--- config.mk ---
export PLATFORM = sky130hd
export DESIGN_NAME = dispatch_scheduler_flat
export DESIGN_NICKNAME = d
export VERILOG_FILES = /design/src/rtl/dispatch_pkg.sv /design/src/rtl/dispatch_scheduler_if.sv /design/src/rtl/dispatch_fifo.sv /design/src/rtl/dispatch_scheduler.sv /design/src/flat_wrapper.sv
export SDC_FILE = /design/constraint.sdc
export NUM_CORES = 1
export LEC_CHECK = 0
export CORE_MARGIN = 10
export CORE_UTILIZATION = 55
export CTS_CLUSTER_SIZE = 10
export DETAILED_ROUTE_END_ITERATION = 8
export GPL_TIMING_DRIVEN = 0
export PLACE_DENSITY = 0.81
export SLEW_MARGIN = 20
export SYNTH_ARGS = -nofsm -noshare
export SYNTH_HDL_FRONTEND = slang
export SYNTH_HIERARCHICAL = 1
export SYNTH_SLANG_ARGS = --single-unit
--- constraint.sdc ---
create_clock -name clk -period 8.2 [get_ports clk]
set_input_delay 0.82 -clock clk [delete_from_list [all_inputs] [get_ports clk]]
set_output_delay 0.82 -clock clk [all_outputs]
set_load 0.01 [all_outputs]
--- src/rtl/dispatch_pkg.sv ---
// rtl/dispatch_pkg.sv - shared packet layout, FSM encoding and RS class constants
package dispatch_pkg;

  localparam int PKT_W = 68;

  // Field offsets (LSB positions) and widths, MSB to LSB:
  // opcode, funct3, funct7, rs1, rs2, rd, imm, hasImm, regWrite, memRead, memWrite
  localparam int MEMWRITE_BIT = 0;
  localparam int MEMREAD_BIT  = 1;
  localparam int REGWRITE_BIT = 2;
  localparam int HASIMM_BIT   = 3;
  localparam int IMM_LSB      = 4;
  localparam int IMM_W        = 32;
  localparam int RD_LSB       = 36;
  localparam int RS2_LSB      = 41;
  localparam int RS1_LSB      = 46;
  localparam int REG_W        = 5;
  localparam int FUNCT7_LSB   = 51;
  localparam int FUNCT7_W     = 7;
  localparam int FUNCT3_LSB   = 58;
  localparam int FUNCT3_W     = 3;
  localparam int OPCODE_LSB   = 61;
  localparam int OPCODE_W     = 7;

  typedef enum logic [1:0] {
    ST_EMPTY  = 2'd0,
    ST_ACTIVE = 2'd1,
    ST_FULL   = 2'd2
  } disp_state_t;

  typedef enum logic {
    RS_ALU = 1'b0,
    RS_LSU = 1'b1
  } rs_class_t;

  // Any memory access goes to the LSU; everything else, branches included, to the ALU.
  function automatic rs_class_t classify(input logic mem_read, input logic mem_write);
    return (mem_read | mem_write) ? RS_LSU : RS_ALU;
  endfunction

endpackage

--- src/rtl/dispatch_scheduler_if.sv ---
// rtl/dispatch_scheduler_if.sv - decode, ROB and reservation-station handshake bundle
interface dispatch_scheduler_if #(
  parameter int PKT_W = 68,
  parameter int TAG_W = 4
);
  logic             dec_valid;
  logic             dec_ready;
  logic [PKT_W-1:0] dec_pkt;
  logic             rob_ready;
  logic [TAG_W-1:0] rob_tag;
  logic             rob_alloc;
  logic             alu_rs_ready;
  logic             alu_rs_valid;
  logic             lsu_rs_ready;
  logic             lsu_rs_valid;
  logic [PKT_W-1:0] disp_pkt;
  logic [TAG_W-1:0] disp_tag;

  // Environment side: decode, ROB and stations.
  modport master (
    output dec_valid, dec_pkt, rob_ready, rob_tag, alu_rs_ready, lsu_rs_ready,
    input  dec_ready, rob_alloc, alu_rs_valid, lsu_rs_valid, disp_pkt, disp_tag
  );

  // Scheduler side.
  modport slave (
    input  dec_valid, dec_pkt, rob_ready, rob_tag, alu_rs_ready, lsu_rs_ready,
    output dec_ready, rob_alloc, alu_rs_valid, lsu_rs_valid, disp_pkt, disp_tag
  );
endinterface

--- src/rtl/dispatch_fifo.sv ---
// rtl/dispatch_fifo.sv - in-order packet queue with wrapping pointers and occupancy
module dispatch_fifo #(
  parameter  int DEPTH = 4,
  parameter  int PKT_W = 68,
  localparam int PTR_W = $clog2(DEPTH),
  localparam int CNT_W = PTR_W + 1
) (
  input  logic             clk,
  input  logic             rst,
  input  logic             flush,
  input  logic             push,
  input  logic             pop,
  input  logic [PKT_W-1:0] push_data,
  output logic [PKT_W-1:0] head_data,
  output logic [CNT_W-1:0] count
);

  logic [PKT_W-1:0] mem [DEPTH];
  logic [PTR_W-1:0] head;
  logic [PTR_W-1:0] tail;

  // Packet storage; contents are don't-care until written, so no reset.
  always_ff @(posedge clk) begin
    if (push) mem[tail] <= push_data;
  end

  // Pointers wrap naturally since DEPTH is a power of two; flush empties the queue.
  always_ff @(posedge clk or posedge rst) begin
    if (rst) begin
      head  <= '0;
      tail  <= '0;
      count <= '0;
    end else if (flush) begin
      head  <= '0;
      tail  <= '0;
      count <= '0;
    end else begin
      if (push) tail <= tail + 1'b1;
      if (pop)  head <= head + 1'b1;
      case ({push, pop})
        2'b10:   count <= count + 1'b1;
        2'b01:   count <= count - 1'b1;
        default: count <= count;
      endcase
    end
  end

  assign head_data = mem[head];

endmodule

--- src/rtl/dispatch_scheduler.sv ---
// rtl/dispatch_scheduler.sv - in-order single-issue dispatch to ALU/LSU stations
module dispatch_scheduler
  import dispatch_pkg::*;
#(
  parameter  int DEPTH = 4,
  parameter  int PKT_W = dispatch_pkg::PKT_W,
  parameter  int TAG_W = 4,
  localparam int CNT_W = $clog2(DEPTH) + 1
) (
  input  logic                 clk,
  input  logic                 rst,
  input  logic                 flush,
  dispatch_scheduler_if.slave  bus,
  output logic [CNT_W-1:0]     q_count,
  output logic [15:0]          stall_cnt
);

  logic             accept;
  logic             fire;
  logic             is_lsu;
  logic             tgt_ready;
  logic [PKT_W-1:0] head_pkt;
  logic [CNT_W-1:0] count;
  logic [CNT_W-1:0] next_count;
  disp_state_t      state_q;
  disp_state_t      state_d;

  dispatch_fifo #(
    .DEPTH (DEPTH),
    .PKT_W (PKT_W)
  ) u_fifo (
    .clk       (clk),
    .rst       (rst),
    .flush     (flush),
    .push      (accept),
    .pop       (fire),
    .push_data (bus.dec_pkt),
    .head_data (head_pkt),
    .count     (count)
  );

  assign is_lsu    = (classify(head_pkt[MEMREAD_BIT], head_pkt[MEMWRITE_BIT]) == RS_LSU);
  assign tgt_ready = is_lsu ? bus.lsu_rs_ready : bus.alu_rs_ready;

  // A full queue refuses decode even if the head leaves this cycle (no bypass).
  assign bus.dec_ready = (state_q != ST_FULL) & ~flush & ~rst;
  assign accept        = bus.dec_valid & bus.dec_ready;
  assign fire          = (state_q != ST_EMPTY) & bus.rob_ready & tgt_ready & ~flush;

  // Occupancy state follows the count the queue will hold after this edge.
  always_ff @(posedge clk or posedge rst) begin
    if (rst) state_q <= ST_EMPTY;
    else     state_q <= state_d;
  end

  // Next count/state and the combinational dispatch outputs.
  always_comb begin
    next_count       = count;
    state_d          = ST_ACTIVE;
    bus.rob_alloc    = fire;
    bus.alu_rs_valid = fire & ~is_lsu;
    bus.lsu_rs_valid = fire & is_lsu;
    bus.disp_pkt     = head_pkt;
    bus.disp_tag     = bus.rob_tag;
    if (flush) begin
      next_count = '0;
    end else begin
      case ({accept, fire})
        2'b10:   next_count = count + 1'b1;
        2'b01:   next_count = count - 1'b1;
        default: next_count = count;
      endcase
    end
    if (next_count == '0)                 state_d = ST_EMPTY;
    else if (next_count == CNT_W'(DEPTH)) state_d = ST_FULL;
  end

  // Count cycles where a queued head could not leave; survives flush.
  always_ff @(posedge clk or posedge rst) begin
    if (rst) begin
      stall_cnt <= '0;
    end else if ((state_q != ST_EMPTY) && !fire && !flush && (stall_cnt != 16'hFFFF)) begin
      stall_cnt <= stall_cnt + 16'd1;
    end
  end

  assign q_count = count;

endmodule

--- src/flat_wrapper.sv ---
// flat-port wrapper written by rule: the top's interface ports become plain ports
module dispatch_scheduler_flat import dispatch_pkg::*;
#(
  parameter  int DEPTH = 4,
  parameter  int PKT_W = dispatch_pkg::PKT_W,
  parameter  int TAG_W = 4,
  localparam int CNT_W = $clog2(DEPTH) + 1
)
  (clk, rst, flush, q_count, stall_cnt, bus_dec_valid, bus_dec_pkt, bus_rob_ready, bus_rob_tag, bus_alu_rs_ready, bus_lsu_rs_ready, bus_dec_ready, bus_rob_alloc, bus_alu_rs_valid, bus_lsu_rs_valid, bus_disp_pkt, bus_disp_tag);
  dispatch_scheduler_if #(.PKT_W(PKT_W), .TAG_W(TAG_W)) bus_i ();
  input  logic clk;
  input  logic rst;
  input  logic flush;
  output logic [CNT_W-1:0] q_count;
  output logic [15:0] stall_cnt;
  input wire logic [$bits(bus_i.dec_valid)-1:0] bus_dec_valid;
  input wire logic [$bits(bus_i.dec_pkt)-1:0] bus_dec_pkt;
  input wire logic [$bits(bus_i.rob_ready)-1:0] bus_rob_ready;
  input wire logic [$bits(bus_i.rob_tag)-1:0] bus_rob_tag;
  input wire logic [$bits(bus_i.alu_rs_ready)-1:0] bus_alu_rs_ready;
  input wire logic [$bits(bus_i.lsu_rs_ready)-1:0] bus_lsu_rs_ready;
  output wire logic [$bits(bus_i.dec_ready)-1:0] bus_dec_ready;
  output wire logic [$bits(bus_i.rob_alloc)-1:0] bus_rob_alloc;
  output wire logic [$bits(bus_i.alu_rs_valid)-1:0] bus_alu_rs_valid;
  output wire logic [$bits(bus_i.lsu_rs_valid)-1:0] bus_lsu_rs_valid;
  output wire logic [$bits(bus_i.disp_pkt)-1:0] bus_disp_pkt;
  output wire logic [$bits(bus_i.disp_tag)-1:0] bus_disp_tag;
  assign bus_i.dec_valid = bus_dec_valid;
  assign bus_i.dec_pkt = bus_dec_pkt;
  assign bus_i.rob_ready = bus_rob_ready;
  assign bus_i.rob_tag = bus_rob_tag;
  assign bus_i.alu_rs_ready = bus_alu_rs_ready;
  assign bus_i.lsu_rs_ready = bus_lsu_rs_ready;
  assign bus_dec_ready = bus_i.dec_ready;
  assign bus_rob_alloc = bus_i.rob_alloc;
  assign bus_alu_rs_valid = bus_i.alu_rs_valid;
  assign bus_lsu_rs_valid = bus_i.lsu_rs_valid;
  assign bus_disp_pkt = bus_i.disp_pkt;
  assign bus_disp_tag = bus_i.disp_tag;
  dispatch_scheduler #(.DEPTH(DEPTH), .PKT_W(PKT_W), .TAG_W(TAG_W)) u_core (.clk(clk), .rst(rst), .flush(flush), .bus(bus_i), .q_count(q_count), .stall_cnt(stall_cnt));
endmodule
==> metrics.txt <==
outcome finished clean; Least-Margin Pin Slew 735.5 ps; Worst-Skew Late Latency 490 ps; pin count of the biggest net entering global routing 46; final net count 788; port bufs 169; CP peak stage delay 690 ps; num ports 174; Die W 163.5 µm; Total Wirelength 22.64 mm; multi-input logic area 0.002280 mm²; Fillers 1,187; placed wire-length estimate 14.61 mm; Yosys Warn Count 6; crit path cell chain buf_6, buf_12, mux4_2, or3b_1, a21oi_1, clkdlybuf4s50_1; Cell Area, Synth 0.01133 mm²; Slew headroom 0.5096; layout cell share with drive strength beyond 1 0.2028; drt via density 5.685; CP delay by family, top buffers and inverters; Die H 163.5 µm; Seq pwr share 0.538; final setup violation count 0; worst hold slack 513.9 ps; Synth cell types 38; wire per inst 23.20 µm; commonest cells after routing, fill and taps aside edfxtp_1 (272), clkdlybuf4s50_1 (169), mux4_2 (68); worst path bufs/invs 3; routed vias 5,549; GR Overflow Total 0; Clk pwr share 0.409; sequential area share after synthesis 0.7762; Core Region 0.02023 mm²; Area growth syn-to-layout 27.06%; sw frac 0.1932; crit start category flop; post-CTS sizing 0; Die Footprint 0.02674 mm²; DRC 0; post-synthesis cell count 491; Worst-path clk slew 50 ps; CP endpoint kind output pin; CP max stage cell clkdlybuf4s50_1; Worst EP arrival 3540 ps; Crit Path Class flop to output pin; CTS hold repair buffers 0; period utilization 0.5313; CTS tree done; final setup TNS 0 ps; Final Wtd Congestion 0.8170; peak supply drop 0.1673 mV; leakage 4.695 nW; Layout Skew 7.833 ps; DRT antenna net count 0; sequential cell area 0.008793 mm²; initial antenna violation count 1; Hold/Removal Path Class flop to flop; clock buffer depth 3; Initial DRC Count 386; combinational share of power 0.054; PwrDens 219.3 mW/mm²; count of final hold-check violations 0; maximum fanout along the worst path 10; Row Count 52; setup bufs post-CTS 0; Max Slew Vio Count 0; most common cell after layout, fill and taps aside edfxtp_1; number of global-route vias before repair 6,057; Syn Area/Cell 23.07 µm²; Peak Freq 229.5 MHz; first-pass GRT wire length 35.22 mm; CTS buffer count 35; internal power 2.547 mW; Max H-tree Level 2; initial core utilization 0.5599; Root Buffer clkbuf_16; max_cap viols 0; Mapped Nets 578; Final min period 4356 ps; worst path required time 7380 ps; Psw 0.6098 mW; FF+latch count, synth 297; Pre-antenna DRT Iters 4; total clock sinks 297; setup repair after global routing missed its margin no; GRT Total Usage 0.1711
power groups by stage:
stage / logic [mW] / registers, mW / clock network [mW]
floorplan: 0.0586 / 1.73 / 0
global placement: 0.163 / 1.73 / 0
detailed placement: 0.171 / 1.73 / 0
CTS: 0.173 / 1.70 / 1.32
global route: 0.182 / 1.70 / 1.38
finish: 0.170 / 1.70 / 1.29
worst paths after layout:
| kind | to | from | slack [ps] | cells after the start |
|---|---|---|---|---|
| worst max-delay path | bus_rob_alloc | u_core/u_fifo/head[0] | 3840 | 6 |
| worst min-delay path | u_core/stall_cnt[11] | u_core/stall_cnt[11] | 510 | 1 |
| worst max register to register | u_core/state_q[1] | u_core/u_fifo/head[0] | 4530 | 10 |
| worst min register to register | u_core/stall_cnt[11] | u_core/stall_cnt[11] | 510 | 1 |
| max in group asynchronous | u_core/stall_cnt[4] | rst | 6950 | 2 |
| min in group asynchronous | u_core/u_fifo/tail[0] | rst | 660 | 2 |
stage by stage:
step                total power, mW  cells  setup WS, ps  utilization  instance area, µm²
floorplan                     1.786    491          4585            -               11330
global placement              1.888    930          2782       0.6602               13360
detailed placement            1.898    934          4192       0.6661               13480
CTS                           3.190    975          3777       0.7112               14390
global route                  3.260    976          3674       0.7114               14390
finish                        3.157    976          3844       0.7114               14390
final cells by class:
cell class	instances	area share
sequential	297	0.6109
multi-input combinational	164	0.1584
timing repair buffer	173	0.1252
clock buffer	40	0.06285
tap	270	0.02347
buffer	21	0.01608
inverter	9	0.002347
clock inverter	1	0.0006085
antenna	1	0.0001739
cell usage after synthesis, drive strengths merged:
cell type / number / area (µm²)
mux2: 1 / 15.01
and4: 1 / 10.01
nand2: 11 / 41.29
and3b: 1 / 8.760
ha: 6 / 75.07
edfxtp: 272 / 8168
xor2: 3 / 26.28
o211ai: 2 / 20.02
mux4: 68 / 1531
nor2: 13 / 48.80
nor3: 4 / 31.28
nor4: 1 / 21.27
fa: 2 / 40.04
or3b: 1 / 8.760
nand3: 5 / 25.02
dfrtp: 25 / 625.6
mux2i: 3 / 30.03
o21ai: 2 / 10.01
nand2b: 1 / 6.260
nor3b: 3 / 22.52
nor2b: 1 / 6.260
inv: 9 / 33.78
buf: 21 / 231.5
a21oi: 2 / 21.27
a211oi: 3 / 27.52
nand4: 6 / 43.79
o21ba: 1 / 10.01
xnor2: 18 / 157.7
and3: 1 / 6.260
and2: 4 / 25.02
flip-flops by register name, indices dropped and copies added, names as in the netlist:
signal	count
u_core/state_q	2
u_core/stall_cnt	16
u_core/u_fifo/count	3
u_core/u_fifo/head	2
u_core/u_fifo/mem	272
u_core/u_fifo/tail	2
kinds of logic (layout without fill, tap and decap cells):
logic type,Yosys count,count (layout),synth area share
muxes,72,72,0.1392
other,0,1,0
xor gates and xnor gates,21,21,0.01624
DFF,297,297,0.7762
buffers and inverters,30,244,0.02341
adders and majority gates,8,8,0.01016
AOI/OAI and AO/OA,10,10,0.007841
and+or+nand+nor,53,53,0.02695
routing by layer:
layer / vias to the layer above / track usage / part of all wire
met5: - / 0 / 0
met4: 0 / 0.05890 / 0.027
met3: 44 / 0.05059 / 0.078
met2: 196 / 0.2877 / 0.51
met1: 2885 / 0.2077 / 0.38
li1: 2424 / - / -
No activity file was read; power rests on OpenSTA's default activity.
